**src/rtl/obstacle_collision_if.sv**
```systemverilog
// Bundle between the game state controller and the obstacle engine.
// No valid/ready here: inputs are levels plus a scroll square wave, outputs are registered levels.
interface obstacle_collision_if #(
    parameter int NUM_OBS = 4
);
    logic                   obstacle_enable;
    logic                   tick;
    logic [6:0]             player_y;
    logic                   collision_detected;
    logic [NUM_OBS-1:0]     obs_valid;
    logic [NUM_OBS*7-1:0]   obs_x;
    logic [NUM_OBS*7-1:0]   obs_gap_y;
    logic [7:0]             obs_passed;

    modport master (
        output obstacle_enable, tick, player_y,
        input  collision_detected, obs_valid, obs_x, obs_gap_y, obs_passed
    );

    modport slave (
        input  obstacle_enable, tick, player_y,
        output collision_detected, obs_valid, obs_x, obs_gap_y, obs_passed
    );
endinterface

```
**src/rtl/obstacle_collision_engine.sv**
```systemverilog
// Spawns LFSR-placed gap obstacles at the right edge, scrolls them left per tick edge,
// retires them at column 0 and flags a sticky collision with the fixed-column player.
module obstacle_collision_engine #(
    parameter int          NUM_OBS   = 4,
    parameter int          X_MAX     = 127,
    parameter int          PLAYER_X  = 8,
    parameter int          PLAYER_H  = 8,
    parameter int          GAP_H     = 24,
    parameter int          Y_MAX     = 64,
    parameter int          SPAWN_GAP = 32,
    parameter logic [15:0] LFSR_SEED = 16'hACE1
) (
    input  logic                 clk,
    input  logic                 rst_n,
    obstacle_collision_if.slave  bus,
    output logic [1:0]           dbg_state
);
    localparam int XW = 7;
    localparam int SW = $clog2(SPAWN_GAP + 1);

    typedef enum logic [1:0] {
        S_IDLE = 2'd0,
        S_RUN  = 2'd1,
        S_HIT  = 2'd2
    } state_t;

    state_t             state_q, state_d;
    logic               tick_q;
    logic [15:0]        lfsr_q, lfsr_d;
    logic [SW-1:0]      spacing_q, spacing_d;
    logic [NUM_OBS-1:0] valid_q, valid_d;
    logic [XW-1:0]      x_q [NUM_OBS];
    logic [XW-1:0]      x_d [NUM_OBS];
    logic [XW-1:0]      gap_q [NUM_OBS];
    logic [XW-1:0]      gap_d [NUM_OBS];
    logic [7:0]         passed_q, passed_d;
    logic               coll_q, coll_d;

    logic               step;
    logic               hit;
    logic               any_free;
    logic [NUM_OBS-1:0] spawn_sel;
    logic [SW-1:0]      spacing_step;
    logic               spawn;
    logic [XW-1:0]      gap_new;
    logic [XW-1:0]      g_ext;

    assign step  = bus.tick & ~tick_q;
    assign g_ext = {1'b0, lfsr_q[5:0]};
    assign gap_new = (g_ext <= XW'(Y_MAX - GAP_H)) ? g_ext : g_ext - XW'(GAP_H);

    // Collision uses registered slots; the height sum is done at 8 bits so tall player_y cannot wrap.
    always_comb begin
        hit = 1'b0;
        for (int i = 0; i < NUM_OBS; i++) begin
            if (valid_q[i] && x_q[i] == XW'(PLAYER_X) &&
                !(gap_q[i] <= bus.player_y &&
                  ({1'b0, bus.player_y} + 8'(PLAYER_H)) <= ({1'b0, gap_q[i]} + 8'(GAP_H))))
                hit = 1'b1;
        end
    end

    // Lowest free slot as seen before this step, so a slot expiring now is not reused yet.
    always_comb begin
        any_free  = 1'b0;
        spawn_sel = '0;
        for (int i = 0; i < NUM_OBS; i++) begin
            if (!valid_q[i] && !any_free) begin
                spawn_sel[i] = 1'b1;
                any_free     = 1'b1;
            end
        end
    end

    // The spacing count includes the current step, so spawns land exactly SPAWN_GAP steps apart.
    assign spacing_step = (spacing_q >= SW'(SPAWN_GAP)) ? spacing_q : spacing_q + SW'(1);
    assign spawn        = any_free && (spacing_step >= SW'(SPAWN_GAP));

    always_comb begin
        state_d   = state_q;
        lfsr_d    = lfsr_q[0] ? ((lfsr_q >> 1) ^ 16'hB400) : (lfsr_q >> 1);
        spacing_d = spacing_q;
        valid_d   = valid_q;
        x_d       = x_q;
        gap_d     = gap_q;
        passed_d  = passed_q;
        coll_d    = coll_q;

        if (!bus.obstacle_enable) begin
            state_d   = S_IDLE;
            valid_d   = '0;
            passed_d  = '0;
            coll_d    = 1'b0;
            spacing_d = SW'(SPAWN_GAP);
            for (int i = 0; i < NUM_OBS; i++) begin
                x_d[i]   = '0;
                gap_d[i] = '0;
            end
        end else begin
            case (state_q)
                S_IDLE: begin
                    state_d = S_RUN;
                    coll_d  = 1'b0;
                end
                S_RUN: begin
                    if (hit) begin
                        state_d = S_HIT;
                        coll_d  = 1'b1;
                    end else if (step) begin
                        for (int i = 0; i < NUM_OBS; i++) begin
                            if (valid_q[i] && x_q[i] == '0) begin
                                valid_d[i] = 1'b0;
                                if (passed_d != 8'hFF) passed_d = passed_d + 8'd1;
                            end else if (valid_q[i]) begin
                                x_d[i] = x_q[i] - XW'(1);
                            end
                            if (spawn && spawn_sel[i]) begin
                                valid_d[i] = 1'b1;
                                x_d[i]     = XW'(X_MAX);
                                gap_d[i]   = gap_new;
                            end
                        end
                        spacing_d = spawn ? '0 : spacing_step;
                    end
                end
                S_HIT: begin
                    coll_d = 1'b1;
                end
                default: state_d = S_IDLE;
            endcase
        end
    end

    always_ff @(posedge clk or negedge rst_n) begin
        if (!rst_n) begin
            state_q   <= S_IDLE;
            tick_q    <= 1'b0;
            lfsr_q    <= LFSR_SEED;
            spacing_q <= SW'(SPAWN_GAP);
            valid_q   <= '0;
            passed_q  <= '0;
            coll_q    <= 1'b0;
            for (int i = 0; i < NUM_OBS; i++) begin
                x_q[i]   <= '0;
                gap_q[i] <= '0;
            end
        end else begin
            state_q   <= state_d;
            tick_q    <= bus.tick;
            lfsr_q    <= lfsr_d;
            spacing_q <= spacing_d;
            valid_q   <= valid_d;
            passed_q  <= passed_d;
            coll_q    <= coll_d;
            for (int i = 0; i < NUM_OBS; i++) begin
                x_q[i]   <= x_d[i];
                gap_q[i] <= gap_d[i];
            end
        end
    end

    logic [NUM_OBS*XW-1:0] x_flat, gap_flat;
    always_comb begin
        x_flat   = '0;
        gap_flat = '0;
        for (int i = 0; i < NUM_OBS; i++) begin
            x_flat[i*XW +: XW]   = x_q[i];
            gap_flat[i*XW +: XW] = gap_q[i];
        end
    end

    assign bus.obs_x              = x_flat;
    assign bus.obs_gap_y          = gap_flat;
    assign bus.obs_valid          = valid_q;
    assign bus.obs_passed         = passed_q;
    assign bus.collision_detected = coll_q;
    assign dbg_state              = state_q;
endmodule

```
**src/flat_wrapper.sv**
```systemverilog
// flat-port wrapper written by rule: the top's interface ports become plain ports
module obstacle_collision_engine_flat 
#(
    parameter int          NUM_OBS   = 4,
    parameter int          X_MAX     = 127,
    parameter int          PLAYER_X  = 8,
    parameter int          PLAYER_H  = 8,
    parameter int          GAP_H     = 24,
    parameter int          Y_MAX     = 64,
    parameter int          SPAWN_GAP = 32,
    parameter logic [15:0] LFSR_SEED = 16'hACE1
)
  (clk, rst_n, dbg_state, bus_obstacle_enable, bus_tick, bus_player_y, bus_collision_detected, bus_obs_valid, bus_obs_x, bus_obs_gap_y, bus_obs_passed);
  obstacle_collision_if #(.NUM_OBS(NUM_OBS)) bus_i ();
  input  logic clk;
  input  logic rst_n;
  output logic [1:0] dbg_state;
  input wire logic [$bits(bus_i.obstacle_enable)-1:0] bus_obstacle_enable;
  input wire logic [$bits(bus_i.tick)-1:0] bus_tick;
  input wire logic [$bits(bus_i.player_y)-1:0] bus_player_y;
  output wire logic [$bits(bus_i.collision_detected)-1:0] bus_collision_detected;
  output wire logic [$bits(bus_i.obs_valid)-1:0] bus_obs_valid;
  output wire logic [$bits(bus_i.obs_x)-1:0] bus_obs_x;
  output wire logic [$bits(bus_i.obs_gap_y)-1:0] bus_obs_gap_y;
  output wire logic [$bits(bus_i.obs_passed)-1:0] bus_obs_passed;
  assign bus_i.obstacle_enable = bus_obstacle_enable;
  assign bus_i.tick = bus_tick;
  assign bus_i.player_y = bus_player_y;
  assign bus_collision_detected = bus_i.collision_detected;
  assign bus_obs_valid = bus_i.obs_valid;
  assign bus_obs_x = bus_i.obs_x;
  assign bus_obs_gap_y = bus_i.obs_gap_y;
  assign bus_obs_passed = bus_i.obs_passed;
  obstacle_collision_engine #(.NUM_OBS(NUM_OBS), .X_MAX(X_MAX), .PLAYER_X(PLAYER_X), .PLAYER_H(PLAYER_H), .GAP_H(GAP_H), .Y_MAX(Y_MAX), .SPAWN_GAP(SPAWN_GAP), .LFSR_SEED(LFSR_SEED)) u_core (.clk(clk), .rst_n(rst_n), .bus(bus_i), .dbg_state(dbg_state));
endmodule
```
**config.mk**
```make
export PLATFORM = sky130hd
export DESIGN_NAME = obstacle_collision_engine_flat
export DESIGN_NICKNAME = d
export VERILOG_FILES = /design/src/rtl/obstacle_collision_if.sv /design/src/rtl/obstacle_collision_engine.sv /design/src/flat_wrapper.sv
export SDC_FILE = /design/constraint.sdc
export NUM_CORES = 1
export LEC_CHECK = 0
export CAP_MARGIN = 20
export CORE_AREA = 3 3 148 150
export DETAILED_ROUTE_END_ITERATION = 10
export DIE_AREA = 0 0 151 153
export GPL_TIMING_DRIVEN = 0
export PLACE_DENSITY = 0.54
export SYNTH_ARGS = -nofsm -noshare
export SYNTH_HDL_FRONTEND = slang
export SYNTH_SLANG_ARGS = --single-unit
```
**constraint.sdc**
```tcl
create_clock -name clk -period 7.7 [get_ports clk]
set_input_delay 0.77 -clock clk [delete_from_list [all_inputs] [get_ports clk]]
set_output_delay 0.77 -clock clk [all_outputs]
set_load 0.05 [all_outputs]
```
==> impl_metrics.py <==
metrics = {
    "yosys": {
        "netlist_area_mm2": 0.00721,
        "synth_cell_type_count": 88,
        "synth.avg_cell_area_um2": 9.17,
        "synth-edff-count": 0,
        "async_flop_share_pct": 100,
        "ys_warn_count": 0,
        "synth_ff_type": "dfrtp_1",
        "syn_inst": 787,
        "ys_seq_elements": 94,
        "synth_seq_area_share_pct": 32.8,
        "synth_nets": 878,
    },
    "cts": {
        "ctsHoldBuffers": 0,
        "cts_tree": "built",
        "clk_pin_slew_ns": 0.07,
        "cts_sinks": 94,
        "cts-resized-gates": 0,
        "post-cts-setup-buffers": 0,
        "clock_latency_ns": 0.35,
        "numCtsBuffers": 9,
        "cts_root_buf": "clkbuf_16",
        "htreeDepth": 3,
        "clockBufferDepth": 2,
    },
    "route": {
        "wl_per_cell_um": 18.0,
        "firstDrtPassIters": 5,
        "vias_per_cell": 5.37,
        "drc": 0,
        "drtIter0Drc": 349,
        "ant_nets": 0,
        "num_vias": 6230,
        "drt-total-wl_um": 20900,
    },
    "placed_design": {
        "place_congestion": 0.873,
        "io_buffers": 81,
        "hpwl_um": 16000,
    },
    "setup_path": {
        "crit_start": "u_core.bus.obs_x[0]",
        "worstSetupPathType": "reg2reg",
        "cp_data_arrival_time_ns": 6.83,
        "crit_path_end_kind": "register",
        "crit_path_start_kind": "register",
        "cp_slowest_stage_delay_ns": 0.51,
        "r2r-end": "u_core.bus.obs_passed[0]",
        "rr_startpoint": "u_core.bus.obs_x[0]",
        "cp_common_cell": "ha_1",
        "worstPathCellList": "inv_1 > ha_1 > nor4b_1 > nand2_1 > buf_2 > nor2_1 > mux2_2 > ha_1 > and3_1 > or2_4 > a21oi_1 > mux2_2 > ha_1 > nand4b_1 > o32ai_1 > a32o_2 > buf_6 > a311oi_2 > xor2_1 > ha_1 > nand2_1 > nor3b_4 > nor2_1 > o311ai_1",
        "r2r_slack_ns": 1.12,
        "required_ns": 7.95,
        "ff2ff_path_depth": 24,
        "crit_slowest_cell": "nor4b_1",
        "critical_path.endpoint": "u_core.bus.obs_passed[0]",
        "path_depth": 24,
        "path_buf_inv": 3,
        "path_delay_family": "simple AND/OR/NAND/NOR gates",
        "crit_fanout": 10,
    },
    "floorplanning": {
        "die_w_um": 151,
        "start_util_pct": 34.6,
        "ioPinCount": 82,
        "core-area_mm2": 0.0208,
        "rows": 53,
        "die_y_um": 153,
        "die-area_mm2": 0.0231,
    },
    "cells_and_area": {
        "final_cell_mix": "dfrtp_1 (85), ha_1 (80), clkdlybuf4s50_1 (80), nor2_1 (61), a21oi_1 (56)",
        "final_common_cell": "dfrtp_1",
        "area_growth_pct": 20.4,
        "seqCellArea_mm2": 0.00236,
        "fill_cells": 2114,
        "multi_input_area_mm2": 0.00454,
        "final_nets": 971,
        "antennaDiodeCount": 0,
        "drive_gt1_share_pct": 8.81,
    },
    "grt": {
        "gr-total-overflow": 0,
        "grt_usage_pct": 18.1,
        "grt_pass1_vias": 5980,
        "grt_max_degree": 64,
        "grt_pass1_wl_um": 33100,
        "antenna_found_initial": 0,
    },
    "sta": {
        "hold_ws_ns": 0.351,
        "fmax_mhz": 152,
        "rsz0062_at_grt": "false",
        "setup_viol": 0,
        "finClkSkew_ns": 0.00729,
        "worst_pin_slew_ns": 0.870,
        "drv_slew": 0,
        "finalHoldViolCount": 0,
        "maxSlewHeadroom_pct": 40.3,
        "min_period_ns": 6.58,
        "min_period_over_period_pct": 85.4,
        "finalSetupTns_ns": 0,
    },
    "power_and_ir_drop": {
        "power-per-cell-area_mw_per_mm2": 152,
        "leakage_uw": 0.00367,
        "irDropWorstVdd_mv": 0.110,
    },
    "run": {
        "drv_cap": 0,
    },
    "hold_path": {
        "min-delay-path-class": "reg2reg",
    },
    "run_status": {
        "status": "finished, final reports clean",
    },
}
[logic make-up after synthesis]
logic type	share of synthesized area, %
buf+inv	4.23
mux	5.98
flops	32.8
compound gates	19.2
simple gates	20.5
fa+ha+maj	13.9
xor+xnor	3.38
[worst min-delay path by stage]
stage                     start               end  depth (start not counted)
3_3_place_gp   u_core.lfsr_q[9]  u_core.lfsr_q[8]                          0
2_1_floorplan  u_core.lfsr_q[9]  u_core.lfsr_q[8]                          0
5_1_grt        u_core.lfsr_q[9]  u_core.lfsr_q[8]                          0
3_5_place_dp   u_core.lfsr_q[9]  u_core.lfsr_q[8]                          0
4_1_cts        u_core.lfsr_q[9]  u_core.lfsr_q[8]                          0
6_report       u_core.lfsr_q[9]  u_core.lfsr_q[8]                          0
[where the power goes]
part | switching [uW] | internal, uW
registers | 26.6 | 511
clock network | 219 | 227
logic | 215 | 120
total | 461 | 858
[per-layer routing]
layer / track usage, % / vias to the layer above / share of wire (%)
met5: 0 / - / 0
met4: 4.15 / 0 / 1.5
met3: 3.29 / 21 / 4.0
li1: - / 3088 / -
met2: 28.5 / 121 / 46
met1: 26.0 / 3000 / 49
[through the flow]
step | worst slack, ns | total power (uW) | instance area, um2 | instances | util (%)
6_report | 1.12 | 1320 | 8680 | 1160 | 41.7
3_5_place_dp | 1.14 | 883 | 8390 | 1144 | 40.3
4_1_cts | 1.11 | 1330 | 8680 | 1160 | 41.7
3_3_place_gp | 1.20 | 880 | 8370 | 1143 | 40.2
5_1_grt | 0.657 | 1380 | 8680 | 1160 | 41.7
2_1_floorplan | 1.80 | 767 | 7210 | 787 | -
[synthesized netlist by cell type, types with 10 or more instances]
| library cell | number | area [um2] |
|---|---|---|
| inv_1 | 50 | 188 |
| ha_1 | 80 | 1000 |
| a21oi_1 | 56 | 280 |
| nor2_1 | 61 | 229 |
| dfrtp_1 | 85 | 2130 |
| nor3_1 | 12 | 60.1 |
| clkbuf_1 | 26 | 97.6 |
| nor2b_1 | 13 | 81.3 |
| xnor2_1 | 10 | 87.6 |
| mux2i_1 | 21 | 210 |
| xor2_1 | 16 | 140 |
| o21a_1 | 27 | 203 |
| mux2_2 | 15 | 169 |
| nand2_1 | 45 | 169 |
| or3_1 | 11 | 68.8 |
| nand3_1 | 24 | 120 |
| nand4_1 | 17 | 106 |
| o21ai_0 | 45 | 225 |
| and3_1 | 13 | 81.3 |
[registers in the layout (all words and copies together) (netlist names)]
| register | cells |
|---|---|
| u_core.bus.obs_gap_y | 28 |
| u_core.bus.obs_x | 28 |
| u_core.lfsr_q | 16 |
| u_core.bus.obs_passed | 8 |
| u_core.spacing_q | 6 |
| u_core.bus.obs_valid | 4 |
| u_core.dbg_state | 2 |
| u_core.bus.collision_detected | 1 |
| u_core.tick_q | 1 |
[final cells by class]
type / count / share of cell area (%)
Multi-Input combinational cell: 614 / 52.3
Sequential cell: 94 / 27.2
Timing Repair Buffer: 82 / 9.63
Tap cell: 275 / 3.96
Clock buffer: 9 / 2.59
Inverter: 51 / 2.20
Buffer: 28 / 1.31
Clock inverter: 7 / 0.735
No activity file was read; power rests on OpenSTA's default activity.
